==> config.mk <==
export PLATFORM = sky130hd
export DESIGN_NAME = v4_peak_detector
export DESIGN_NICKNAME = d
export VERILOG_FILES = /design/src/rtl/v4_peak_detector.sv
export SDC_FILE = /design/constraint.sdc
export NUM_CORES = 1
export LEC_CHECK = 0
export ABC_AREA = 1
export CAP_MARGIN = 20
export CORE_ASPECT_RATIO = 1.1
export CORE_UTILIZATION = 35
export DETAILED_ROUTE_END_ITERATION = 6
export PLACE_DENSITY_LB_ADDON = 0.3
export REMOVE_ABC_BUFFERS = 1
export SYNTH_ARGS = -nofsm -noshare
export SYNTH_HDL_FRONTEND = slang
export SYNTH_SLANG_ARGS = --single-unit
==> constraint.sdc <==
create_clock -name clk -period 11.9 [get_ports clk]
set_input_delay 1.785 -clock clk [delete_from_list [all_inputs] [get_ports clk]]
set_output_delay 1.785 -clock clk [all_outputs]
set_load 0.01 [all_outputs]
==> src/rtl/v4_peak_detector.sv <==
`default_nettype none
// ============================================================================
//  Module      : v4_peak_detector
//  Description : Pulse peak detector for a shaped-filter sample stream.
//                A free-running timestamp tags every sample. When a sample
//                reaches the threshold, the block tracks the running maximum
//                and the time at which it occurred. When the pulse falls back
//                below the threshold, {amplitude, time, pileup} is pushed into
//                a show-ahead event FIFO. A dead-time of HOLDOFF samples then
//                follows. Records that arrive while the FIFO is full are
//                discarded and counted in a saturating drop counter.
//
//  Parameters  : DATA_W     - sample / threshold / amplitude width (signed)
//                TS_W       - timestamp counter width
//                HOLDOFF    - dead-time in samples after each pulse
//                FIFO_DEPTH - event FIFO depth (power of two, >= 2)
//
//  Ports       : clk        - clock, all inputs sampled on the rising edge
//                reset      - synchronous active-low reset
//                data_in    - signed shaped sample, one per cycle
//                threshold  - signed trigger level
//                evt_valid  - head record valid
//                evt_ready  - consumer accepts the head record
//                evt_amp    - head record peak amplitude
//                evt_time   - head record peak timestamp
//                evt_pileup - head record came from a retrigger in dead-time
//                drop_cnt   - saturating count of records lost to a full FIFO
//                busy       - detector is not idle
//
//  Options     : V4_PEAK_PILEUP_EN - when defined, a sample at or above the
//                threshold during dead-time restarts tracking and flags the
//                resulting record as pileup. When undefined, dead-time
//                samples are ignored and evt_pileup is tied to 0.
//
//  Revision    : 1.0 - initial release
// ============================================================================
module v4_peak_detector #(
    parameter int DATA_W     = 32,
    parameter int TS_W       = 32,
    parameter int HOLDOFF    = 16,
    parameter int FIFO_DEPTH = 4
) (
    input  logic              clk,
    input  logic              reset,
    input  logic [DATA_W-1:0] data_in,
    input  logic [DATA_W-1:0] threshold,
    output logic              evt_valid,
    input  logic              evt_ready,
    output logic [DATA_W-1:0] evt_amp,
    output logic [TS_W-1:0]   evt_time,
    output logic              evt_pileup,
    output logic [15:0]       drop_cnt,
    output logic              busy
);

    localparam int c_AW = $clog2(FIFO_DEPTH);
    // The hold counter only ever holds HOLDOFF-1 down to 0.
    localparam int c_HW = (HOLDOFF > 1) ? $clog2(HOLDOFF) : 1;
    localparam logic [c_HW-1:0] c_HOLD_LOAD = c_HW'((HOLDOFF > 0) ? (HOLDOFF - 1) : 0);

    typedef enum logic [1:0] {
        S_IDLE  = 2'd0,
        S_TRACK = 2'd1,
        S_HOLD  = 2'd2
    } state_t;

    state_t                   r_state;
    state_t                   w_state_nxt;
    logic signed [DATA_W-1:0] r_max;
    logic signed [DATA_W-1:0] w_max_nxt;
    logic [TS_W-1:0]          r_tmax;
    logic [TS_W-1:0]          w_tmax_nxt;
    logic [c_HW-1:0]          r_hold;
    logic [c_HW-1:0]          w_hold_nxt;
    logic [TS_W-1:0]          r_ts;
    logic                     w_push;
    logic                     w_ge_thr;
    logic                     w_gt_max;
`ifdef V4_PEAK_PILEUP_EN
    logic                     r_pile;
    logic                     w_pile_nxt;
`endif

    // FIFO storage and pointers (extra MSB distinguishes full from empty)
    logic [DATA_W-1:0] r_mem_amp  [FIFO_DEPTH];
    logic [TS_W-1:0]   r_mem_time [FIFO_DEPTH];
`ifdef V4_PEAK_PILEUP_EN
    logic              r_mem_pile [FIFO_DEPTH];
`endif
    logic [c_AW:0]     r_wptr;
    logic [c_AW:0]     r_rptr;
    logic [15:0]       r_drop;
    logic              w_empty;
    logic              w_full;
    logic              w_pop;
    logic              w_wr;
    logic              w_drop;

    assign w_ge_thr = ($signed(data_in) >= $signed(threshold));
    assign w_gt_max = ($signed(data_in) > r_max);

    // ------------------------------------------------------------------
    // Detector FSM: next-state logic
    // ------------------------------------------------------------------
    always_comb begin
        w_state_nxt = r_state;
        w_max_nxt   = r_max;
        w_tmax_nxt  = r_tmax;
        w_hold_nxt  = r_hold;
        w_push      = 1'b0;
`ifdef V4_PEAK_PILEUP_EN
        w_pile_nxt  = r_pile;
`endif
        case (r_state)
            S_IDLE: begin
                if (w_ge_thr) begin
                    w_state_nxt = S_TRACK;
                    w_max_nxt   = data_in;
                    w_tmax_nxt  = r_ts;
                end
            end
            S_TRACK: begin
                if (!w_ge_thr) begin
                    w_push = 1'b1;
`ifdef V4_PEAK_PILEUP_EN
                    w_pile_nxt = 1'b0;
`endif
                    if (HOLDOFF == 0) begin
                        w_state_nxt = S_IDLE;
                    end else begin
                        w_state_nxt = S_HOLD;
                        w_hold_nxt  = c_HOLD_LOAD;
                    end
                end else if (w_gt_max) begin
                    // Strictly greater: on a plateau the first sample wins.
                    w_max_nxt  = data_in;
                    w_tmax_nxt = r_ts;
                end
            end
            S_HOLD: begin
`ifdef V4_PEAK_PILEUP_EN
                // A retrigger takes priority even on the last dead-time cycle.
                if (w_ge_thr) begin
                    w_state_nxt = S_TRACK;
                    w_max_nxt   = data_in;
                    w_tmax_nxt  = r_ts;
                    w_pile_nxt  = 1'b1;
                end else
`endif
                if (r_hold == '0) begin
                    w_state_nxt = S_IDLE;
                end else begin
                    w_hold_nxt = r_hold - 1'b1;
                end
            end
            default: begin
                w_state_nxt = S_IDLE;
            end
        endcase
    end

    // ------------------------------------------------------------------
    // Detector FSM: state registers and timestamp
    // ------------------------------------------------------------------
    always_ff @(posedge clk) begin
        if (!reset) begin
            r_state <= S_IDLE;
            r_max   <= '0;
            r_tmax  <= '0;
            r_hold  <= '0;
            r_ts    <= '0;
`ifdef V4_PEAK_PILEUP_EN
            r_pile  <= 1'b0;
`endif
        end else begin
            r_state <= w_state_nxt;
            r_max   <= w_max_nxt;
            r_tmax  <= w_tmax_nxt;
            r_hold  <= w_hold_nxt;
            r_ts    <= r_ts + 1'b1;
`ifdef V4_PEAK_PILEUP_EN
            r_pile  <= w_pile_nxt;
`endif
        end
    end

    // ------------------------------------------------------------------
    // Event FIFO
    // ------------------------------------------------------------------
    assign w_empty = (r_wptr == r_rptr);
    assign w_full  = (r_wptr[c_AW] != r_rptr[c_AW]) &&
                     (r_wptr[c_AW-1:0] == r_rptr[c_AW-1:0]);
    assign w_pop   = !w_empty && evt_ready;
    // A pop on the same edge frees a slot, so a full FIFO still accepts.
    assign w_wr    = w_push && (!w_full || w_pop);
    assign w_drop  = w_push && w_full && !w_pop;

    always_ff @(posedge clk) begin
        if (reset && w_wr) begin
            r_mem_amp[r_wptr[c_AW-1:0]]  <= r_max;
            r_mem_time[r_wptr[c_AW-1:0]] <= r_tmax;
`ifdef V4_PEAK_PILEUP_EN
            r_mem_pile[r_wptr[c_AW-1:0]] <= r_pile;
`endif
        end
    end

    always_ff @(posedge clk) begin
        if (!reset) begin
            r_wptr <= '0;
            r_rptr <= '0;
            r_drop <= '0;
        end else begin
            if (w_wr) begin
                r_wptr <= r_wptr + 1'b1;
            end
            if (w_pop) begin
                r_rptr <= r_rptr + 1'b1;
            end
            if (w_drop && (r_drop != 16'hFFFF)) begin
                r_drop <= r_drop + 1'b1;
            end
        end
    end

    // Head fields are forced to zero while the FIFO is empty so that stale
    // storage never shows on the outputs (including right after reset).
    assign evt_valid = !w_empty;
    assign evt_amp   = w_empty ? '0 : r_mem_amp[r_rptr[c_AW-1:0]];
    assign evt_time  = w_empty ? '0 : r_mem_time[r_rptr[c_AW-1:0]];
`ifdef V4_PEAK_PILEUP_EN
    assign evt_pileup = w_empty ? 1'b0 : r_mem_pile[r_rptr[c_AW-1:0]];
`else
    assign evt_pileup = 1'b0;
`endif
    assign drop_cnt  = r_drop;
    assign busy      = (r_state != S_IDLE);

endmodule
`default_nettype wire

==> metrics.md, run 1 <==
| Metric | Value |
|---|---|
| Final Cycle Share | 0.439 |
| Simple-gate share of the synthesized area | 0.186 |
| Met2 GRT Util | 0.277 |
| # fillers | 4817 |
| Post-Synth XOR/XNOR Area | 0.00889 |
| Rows | 86 |
| Outcome | completed |
| Number of synthesized flops with an enable pin | 256 |
| Arrival @ worst endpoint | 3.44 ns |
| Initial core utilization | 0.354 |
| Ys Warns | 0 |
| Global route overflow | 0 |
| Max clock buf depth | 3 |
| Final setup viols | 0 |
| Met1 Resource Use GR | 0.206 |
| Largest family of logic cells by synthesized area | simple AND/OR/NAND/NOR gates |
| DRT Wirelength | 41300 um |
| Worst slew pin tran | 1.11 ns |
| Setup bufs post-CTS | 0 |
| Vias | 13200 |
| DP HPWL | 25900 um |
| Multi-input logic area | 0.00619 mm2 |
| RSZ-0062 raised after global routing | false |
| Top_reg_cell synth | edfxtp_1 |
| Worst ir drop on vdd | 0.0779 mV |
| Critical Path Max Stage Delay | 0.74 ns |
| Crit end category | output port |
| First-iteration detailed-routing DRC count | 849 |
| Post-synth top area share | 0.433 |
| CTS tree | built |
| Crit Path Max Fanout | 83 |
| Crit path cell chain | buf_4 > nor2_1 > o32ai_1 > nand2_1 > inv_1 > clkdlybuf4s50_1 |
| CP max-delay cell | buf_4 |
| Worst Setup Path Type | reg -> out |
| M3 GR Usage | 0.0259 |
| DRC viols | 0 |
| # clock sinks | 382 |
| CP Launch Type | flop |
| Maxcap violations | 0 |
| Non-Filler Instances | 2692 |
| Slew Viols, Final | 0 |
| Biggest area consumer among synthesized cells | edfxtp_1 |
| Clk_skew | 0.0137 ns |
| Die Area | 0.0516 mm2 |
| DP Cell Count | 2619 |
| Area Growth Syn to Fin | 18.5% |
| TNS Setup | 0 ns |
| HP Class | reg -> reg |
| PD cells | 179 mW/mm2 |
| Largest net degree at the start of global routing | 101 |
| I/O pins | 150 |
| Port buffer count | 148 |
| Final-report hold violation count | 0 |
| Core area | 0.0500 mm2 |
| Skew-Pair Late Insertion Delay | 0.53 ns |
| Worst path required time | 10.12 ns |
| Initial DRT Pass Iterations | 5 |
| Layer with the highest usage | met2 |
| Ranking of synthesized cells by area | edfxtp_1 (43%), dfxtp_1 (14%), nor2_1 (6.8%) |
| Fmax | 191 MHz |
| Post-Syn Area | 0.0177 mm2 |
| GPL Wtd Cong | 0.827 |
| Vias in the first global route | 12800 |
| Initial antenna violation count | 0 |
| CP delay by family, top | buffers and inverters |
| Sequential cell area fraction in the yosys report | 0.576 |
| Commonest cells post-synth | nor2_1 (322), nand2_1 (274), edfxtp_1 (256) |
| WP buf/inv | 3 |
| Reg area | 0.0102 mm2 |
| Syn_area_per_cell | 9.36 um2 |
| Via density | 4.90 |
| CTS Buf Count | 40 |
| Post-synthesis cell count | 1895 |
| Nets | 2141 |
| Mux cell area share after synthesis | 0.000635 |
| Compound-cell area share of the yosys netlist | 0.101 |
| Flops & latches, synth | 382 |
| Number of H-tree levels | 2 |
| Synth cell types | 42 |
| Synth Area in Adders | 0.0508 |
| Die width | 217 um |
| Wire per inst | 15.3 um |
| Static leakage | 8.29 nW |
| N_diodes | 0 |
| CTS Hold Bufs | 0 |
| Count leader, synth | nor2_1 |
| Antenna Nets Post-Route | 0 |
| Ys async rst share | 0 |
| Power Total | 3.76 mW |
| Clk slew on worst S/H paths | 0.06 ns |
| Post-route minimum period | 5.22 ns |
| First-pass GRT wire length | 66400 um |
| Root Buffer | clkbuf_16 |
| Fin util | 0.420 |
| Post-CTS Resized | 0 |
| Layout cells sized above 1 | 0.0477 |
| GRT Overall Usage | 0.160 |
| Die H | 238 um |
| Slew margin rel. | 0.261 |
-- layer usage --
metal / wire (um) / vias up / share of wire
met5: 0 / - / 0
met3: 1920 / 53 / 0.046
met2: 19800 / 270 / 0.48
met4: 819 / 0 / 0.020
li1: - / 6597 / -
met1: 18700 / 6269 / 0.45
-- sequential cells by signal, indices dropped and copies added (netlist names), named ones only --
register,count
r_ts,32
r_tmax,32
r_mem_time,128
r_rptr,3
r_max,32
r_hold,4
drop_cnt,16
r_wptr,3
r_mem_amp,128
r_state,2
-- logic make-up (layout without fill, tap and decap cells) --
group	count (synthesis)	count (layout)
flip-flops	382	382
XOR/XNOR	18	18
multiplexers	1	1
AO/OA/AOI/OAI	299	299
adder cells (fa/ha/maj)	72	72
AND/OR/NAND/NOR	776	776
buffers and inverters	346	483
other	1	1
-- worst register-to-register path, stage by stage, from the launching register on --
cell	delay (ns)
dfxtp_1	0.41
inv_1	0.07
ha_1	0.29
nand2_1	0.07
inv_1	0.04
o21ai_0	0.16
a21oi_1	0.10
nor2_1	0.28
nand2_1	0.13
nand2_1	0.10
nand2_1	0.06
nand2_1	0.07
nand3_1	0.11
nand2_4	0.42
buf_4	0.81
nand3_1	0.20
nand2_1	0.10
nor2_1	0.05
-- power breakdown --
group	internal, mW	leakage [nW]	switching, mW
logic	0.407	4.31	0.571
clock network	0.672	0.591	0.484
registers	1.53	3.39	0.101
-- cell usage in the layout (no fill, tap or decap), types with 64 or more instances in the layout --
master	Yosys	final
dfxtp_1	126	124
inv_1	247	246
o32ai_1	64	64
nor2_1	322	318
clkdlybuf4s50_1	0	147
ha_1	72	72
edfxtp_1	256	256
o21ai_0	88	88
nand2_1	274	273
a21oi_1	133	133
nand3_1	97	97
-- final timing paths --
check / from / endpoint / slack, ns / cells after the start
hold / removal: r_state[1]$_SDFFE_PN0P_ / r_state[0]$_SDFFE_PN0P_ / 0.45 / 1
setup / recovery: flop / evt_amp[30] / 6.68 / 6
hold reg to reg: r_state[1]$_SDFFE_PN0P_ / r_state[0]$_SDFFE_PN0P_ / 0.45 / 1
setup reg to reg: r_max[9]$_SDFFE_PN0P_ / r_tmax[17]$_SDFFE_PN0P_ / 8.33 / 17
-- layout make-up --
class / instances / share of cell area
Clock buffer: 55 / 0.0527
Clock inverter: 17 / 0.00506
Inverter: 248 / 0.0444
Multi-Input combinational cell: 1167 / 0.295
Sequential cell: 382 / 0.486
Tap cell: 660 / 0.0393
Timing Repair Buffer: 163 / 0.0776
-- stage by stage --
stage          area, um2  worst slack, ns  hold slack [ns]
4_1_cts            21000             6.33            0.444
3_5_place_dp       19800             6.25            0.445
5_1_grt            21000             6.45            0.451
3_3_place_gp       19700             6.30            0.444
2_1_floorplan      17300             5.13            0.426
6_report           21000             6.68            0.446
No activity file was read; power rests on OpenSTA's default activity.
==> run 2: changes to the inputs <==
Clock period 11.9 ns to 4.2 ns, I/O delays scaled along.
==> metrics.md, run 2 (synthesized netlist as in run 1, its figures left out) <==
| Metric | Value |
|---|---|
| Outcome | completed |
| CTS Buf Count | 39 |
| Logic gate share of total power | 0.256 |
| First-pass GRT wire length | 67600 um |
| Vias in the first global route | 13000 |
| DRT Wirelength | 41500 um |
| Clk slew on worst S/H paths | 0.06 ns |
| Final setup viols | 0 |
| Antenna Nets Post-Route | 0 |
| Finished Cell Area | 0.0212 mm2 |
| DP Worst Slack | 0.438 ns |
| Most frequent cells in the layout | nor2_1 (318), nand2_1 (273), edfxtp_1 (256) |
| R2r setup slk | 1.10 ns |
| Placed Area | 0.0199 mm2 |
| Switching Share | 0.309 |
| N_diodes | 0 |
| Slew margin rel. | 0.313 |
| Post-route minimum period | 3.69 ns |
| Internal Power | 7.48 mW |
| Area Growth Syn to Fin | 19.5% |
| Global route overflow | 0 |
| CP delay by family, top | buffers and inverters |
| I/O pins | 150 |
| Flop pwr share | 0.430 |
| Reg2reg start | r_max[11]$_SDFFE_PN0P_ |
| Static leakage | 8.37 nW |
| Crit end category | output port |
| Maxcap violations | 0 |
| Wl on met1 | 19300 um |
| WP buf/inv | 3 |
| Initial core utilization | 0.354 |
| Via density | 4.90 |
| Initial DRT Pass Iterations | 7 |
| Arrival @ worst endpoint | 3.06 ns |
| Wire per inst | 15.4 um |
| Commonest non-fill, non-tap cell in the layout | nor2_1 |
| Max clock buf depth | 3 |
| Final setup margin | 0.513 ns |
| Die H | 238 um |
| Clock power frac | 0.314 |
| Skew-Pair Late Insertion Delay | 0.53 ns |
| # fillers | 4844 |
| Worst ir drop on vdd | 0.238 mV |
| GRT Overall Usage | 0.162 |
| Final Cycle Share | 0.878 |
| Min-Delay Startpoint | r_state[1]$_SDFFE_PN0P_ |
| GPL Wtd Cong | 0.837 |
| Vias | 13200 |
| Hold path depth | 1 |
| Final-report hold violation count | 0 |
| Fmax | 271 MHz |
| Worst Setup Path Type | reg -> out |
| RSZ-0062 raised after global routing | false |
| Port buffer count | 148 |
| Setup bufs post-CTS | 0 |
| DP HPWL | 26500 um |
| HP Class | reg -> reg |
| Root Buffer | clkbuf_16 |
| Worst path required time | 3.57 ns |
| TNS Setup | 0 ns |
| Critical Path Max Stage Delay | 0.74 ns |
| Worst R2R Path Depth | 16 |
| First-iteration detailed-routing DRC count | 766 |
| Number of H-tree levels | 2 |
| Fin util | 0.423 |
| Largest net degree at the start of global routing | 129 |
| Layout cells sized above 1 | 0.0545 |
| Nets | 2144 |
| CP max-delay cell | dfxtp_4 |
| Top routing layer used | met4 |
| Clk_skew | 0.0184 ns |
| Core area | 0.0500 mm2 |
| Crit path cell chain | buf_4 > nor2_1 > o32ai_1 > nand2_1 > inv_1 > clkdlybuf4s50_1 |
| Initial antenna violation count | 0 |
| Met3 WL | 1400 um |
| Die width | 217 um |
| Die Area | 0.0516 mm2 |
| Slew Viols, Final | 0 |
| PD cells | 511 mW/mm2 |
| Reg-to-reg endpoint | r_tmax[3]$_SDFFE_PN0P_ |
| DRC viols | 0 |
| # clock sinks | 382 |
| Worst slew pin tran | 1.03 ns |
| CTS Hold Bufs | 0 |
| CTS tree | built |
| CP Launch Type | flop |
| Rows | 86 |
| Metal2 WL | 20200 um |
| Crit Path Max Fanout | 60 |
| Post-CTS Resized | 0 |
| Hold path endpoint | r_state[0]$_SDFFE_PN0P_ |
| Sw power | 3.34 mW |
| Hold Slack | 0.464 ns |
[run 2: changes by cell type in the layout (fill, tap and decap cells not counted), sizes merged]
| cell | before | now |
|---|---|---|
| clkbuf | 55 | 58 |
| buf | 16 | 20 |
| bufinv | 1 | 0 |
| inv | 248 | 250 |
| clkinv | 14 | 10 |
[run 2: metal layers]
metal / vias up / GRT usage
met5: - / 0
met4: 0 / 0.0354
met3: 44 / 0.0214
met2: 233 / 0.282
met1: 6321 / 0.212
li1: 6603 / -
[run 2: stage by stage]
| step | total power [mW] | std cells |
|---|---|---|
| 2_1_floorplan | 6.25 | 1797 |
| 3_3_place_gp | 7.53 | 2624 |
| 3_5_place_dp | 7.58 | 2624 |
| 4_1_cts | 11.0 | 2696 |
| 5_1_grt | 11.5 | 2696 |
| 6_report | 10.8 | 2696 |
[run 2: how the worst max path moves through the flow]
stage / from / endpoint / slack [ns] / depth (start not counted)
2_1_floorplan: threshold[31] / r_mem_amp[0][0]$_DFFE_PP_ / -1.42 / 12
3_3_place_gp: data_in[15] / r_tmax[29]$_SDFFE_PN0P_ / 0.48 / 14
3_5_place_dp: data_in[31] / r_mem_time[2][17]$_DFFE_PP_ / 0.44 / 13
4_1_cts: flop / evt_time[30] / 0.34 / 6
5_1_grt: flop / evt_time[30] / 0.28 / 6
6_report: flop / evt_time[30] / 0.51 / 6
[run 2: cell type report]
cell class	instances	area, um2	area share
Timing Repair Buffer	167	1730	0.0819
Clock buffer	58	1180	0.0557
Inverter	248	933	0.0441
Sequential cell	382	10200	0.482
Tap cell	660	826	0.0390
Multi-Input combinational cell	1167	6190	0.292
Clock inverter	14	101	0.00478
[run 2: power groups by stage]
stage | clock (mW) | sequential, mW | combinational (mW)
floorplan | 0 | 4.65 | 1.60
global placement | 0 | 4.72 | 2.80
detailed placement | 0 | 4.75 | 2.83
CTS | 3.48 | 4.66 | 2.84
global route | 3.62 | 4.71 | 3.13
finish | 3.39 | 4.66 | 2.77
==> run 3: changes to the inputs <==
Settings changed: SLEW_MARGIN set to 0.
Clock period 4.2 ns to 4.4 ns, I/O delays scaled along.
==> metrics.md, run 3 (synthesized netlist as in run 1, its figures left out) <==
| Metric | Value |
|---|---|
| Outcome | completed |
| Area Growth Syn to Fin | 19.7% |
| Commonest non-fill, non-tap cell in the layout | nor2_1 |
| CTS tree | built |
| Met1 Resource Use GR | 0.226 |
| DP HPWL | 29200 um |
| Final Cycle Share | 0.847 |
| I/O pins | 150 |
| Crit Path Max Fanout | 52 |
| Wire per inst | 16.0 um |
| N_diodes | 0 |
| Slew Viols, Final | 0 |
| Rows | 86 |
| CTS Buf Count | 38 |
| Max clock buf depth | 3 |
| Crit path cell chain | inv_4 > buf_4 > nor2_1 > o32ai_1 > nand2_1 > inv_1 > clkdlybuf4s50_1 |
| Largest net degree at the start of global routing | 94 |
| CP max-delay cell | clkdlybuf4s50_1 |
| Setup bufs post-CTS | 0 |
| PD cells | 486 mW/mm2 |
| Arrival @ worst endpoint | 3.07 ns |
| Post-CTS Resized | 0 |
| R2r setup slk | 1.13 ns |
| CTS Hold Bufs | 0 |
| Port buffer count | 148 |
| Die H | 238 um |
| GPL Wtd Cong | 0.844 |
| Nets | 2153 |
| Fmax | 268 MHz |
| Placed Area | 0.0200 mm2 |
| Core area | 0.0500 mm2 |
| Final-report hold violation count | 0 |
| Layer with the highest usage | met2 |
| Crit end category | output port |
| Global route overflow | 0 |
| GRT Overall Usage | 0.168 |
| First-pass GRT wire length | 69900 um |
| Worst ir drop on vdd | 0.196 mV |
| HP Class | in -> reg |
| Slew margin rel. | 0.319 |
| Vias in the first global route | 13000 |
| Skew-Pair Late Insertion Delay | 0.53 ns |
| Critical Path Max Stage Delay | 0.53 ns |
| Antenna Nets Post-Route | 0 |
| Die Area | 0.0516 mm2 |
| Initial DRT Pass Iterations | 5 |
| Power Total | 10.3 mW |
| # clock sinks | 382 |
| Post-route minimum period | 3.73 ns |
| Final setup viols | 0 |
| Clk_skew | 0.0126 ns |
| Most frequent cells in the layout | nor2_1 (318), nand2_1 (273), edfxtp_1 (256) |
| M3 GR Usage | 0.0278 |
| RSZ-0062 raised after global routing | false |
| Maxcap violations | 0 |
| First-iteration detailed-routing DRC count | 867 |
| CP delay by family, top | buffers and inverters |
| Root Buffer | clkbuf_16 |
| Die width | 217 um |
| Initial core utilization | 0.354 |
| DRC viols | 0 |
| Clk slew on worst S/H paths | 0.06 ns |
| Number of H-tree levels | 2 |
| DRT Wirelength | 43200 um |
| Via density | 4.91 |
| Worst slew pin tran | 1.02 ns |
| Worst Setup Path Type | reg -> out |
| Static leakage | 8.38 nW |
| CP Launch Type | flop |
| Layout cells sized above 1 | 0.0524 |
| Met2 GRT Util | 0.280 |
| Finished Cell Area | 0.0212 mm2 |
| Worst path required time | 3.74 ns |
| Vias | 13300 |
| WP buf/inv | 4 |
| Initial antenna violation count | 0 |
[run 3: cell type report]
cell class              instances  area, um2
clock buffers                  53       1060
clock inverters                15        148
flip-flops and latches        382      10200
multi-input cells            1167       6190
inverters                     248        933
fillers                      4858      28800
well taps                     660        826
repair buffers                177       1860
[run 3: worst reg2reg max path: stages (launching register included)]
cell	delay (ns)
dfxtp_1	0.42
inv_1	0.11
ha_1	0.33
nand4_1	0.15
nor2_1	0.51
nand2_1	0.11
nand2_1	0.20
nand2_1	0.11
nand3_1	0.09
nand3_1	0.12
nand2_4	0.37
buf_12	0.32
nand3_1	0.18
nand2_1	0.10
nor2_1	0.05
[run 3: worst paths after layout]
check / end / cells past startpoint / start
worst max-delay path: evt_time[6] / 7 / flop
worst min register to register: r_state[0]$_SDFFE_PN0P_ / 1 / r_state[1]$_SDFFE_PN0P_
worst max register to register: r_tmax[16]$_SDFFE_PN0P_ / 14 / r_max[15]$_SDFFE_PN0P_
worst min-delay path: r_ts[23]$_SDFF_PN0_ / 3 / reset
[run 3: power by group]
group	switching, mW	internal, mW	total (mW)
clock	1.30	1.86	3.16
combinational	1.59	1.14	2.73
sequential	0.289	4.14	4.43
[run 3: layer usage]
metal	vias to the layer above	share of wire	routed length [um]
li1	6615	-	-
met1	6297	0.46	20100
met2	294	0.46	20000
met3	61	0.052	2230
met4	0	0.021	909
met5	-	0	0
[run 3: through the flow]
stage	hold WS (ns)	util	instances	setup TNS, ns	worst slack [ns]
final	0.443	0.424	2702	0	0.674
after global routing	0.478	0.424	2702	0	0.464
after CTS	0.434	0.424	2702	0	0.581
after detailed placement	0.451	0.400	2634	0	0.347
after global placement	0.449	0.400	2634	0	0.395
after floorplan	0.426	-	1797	-440.09	-1.25
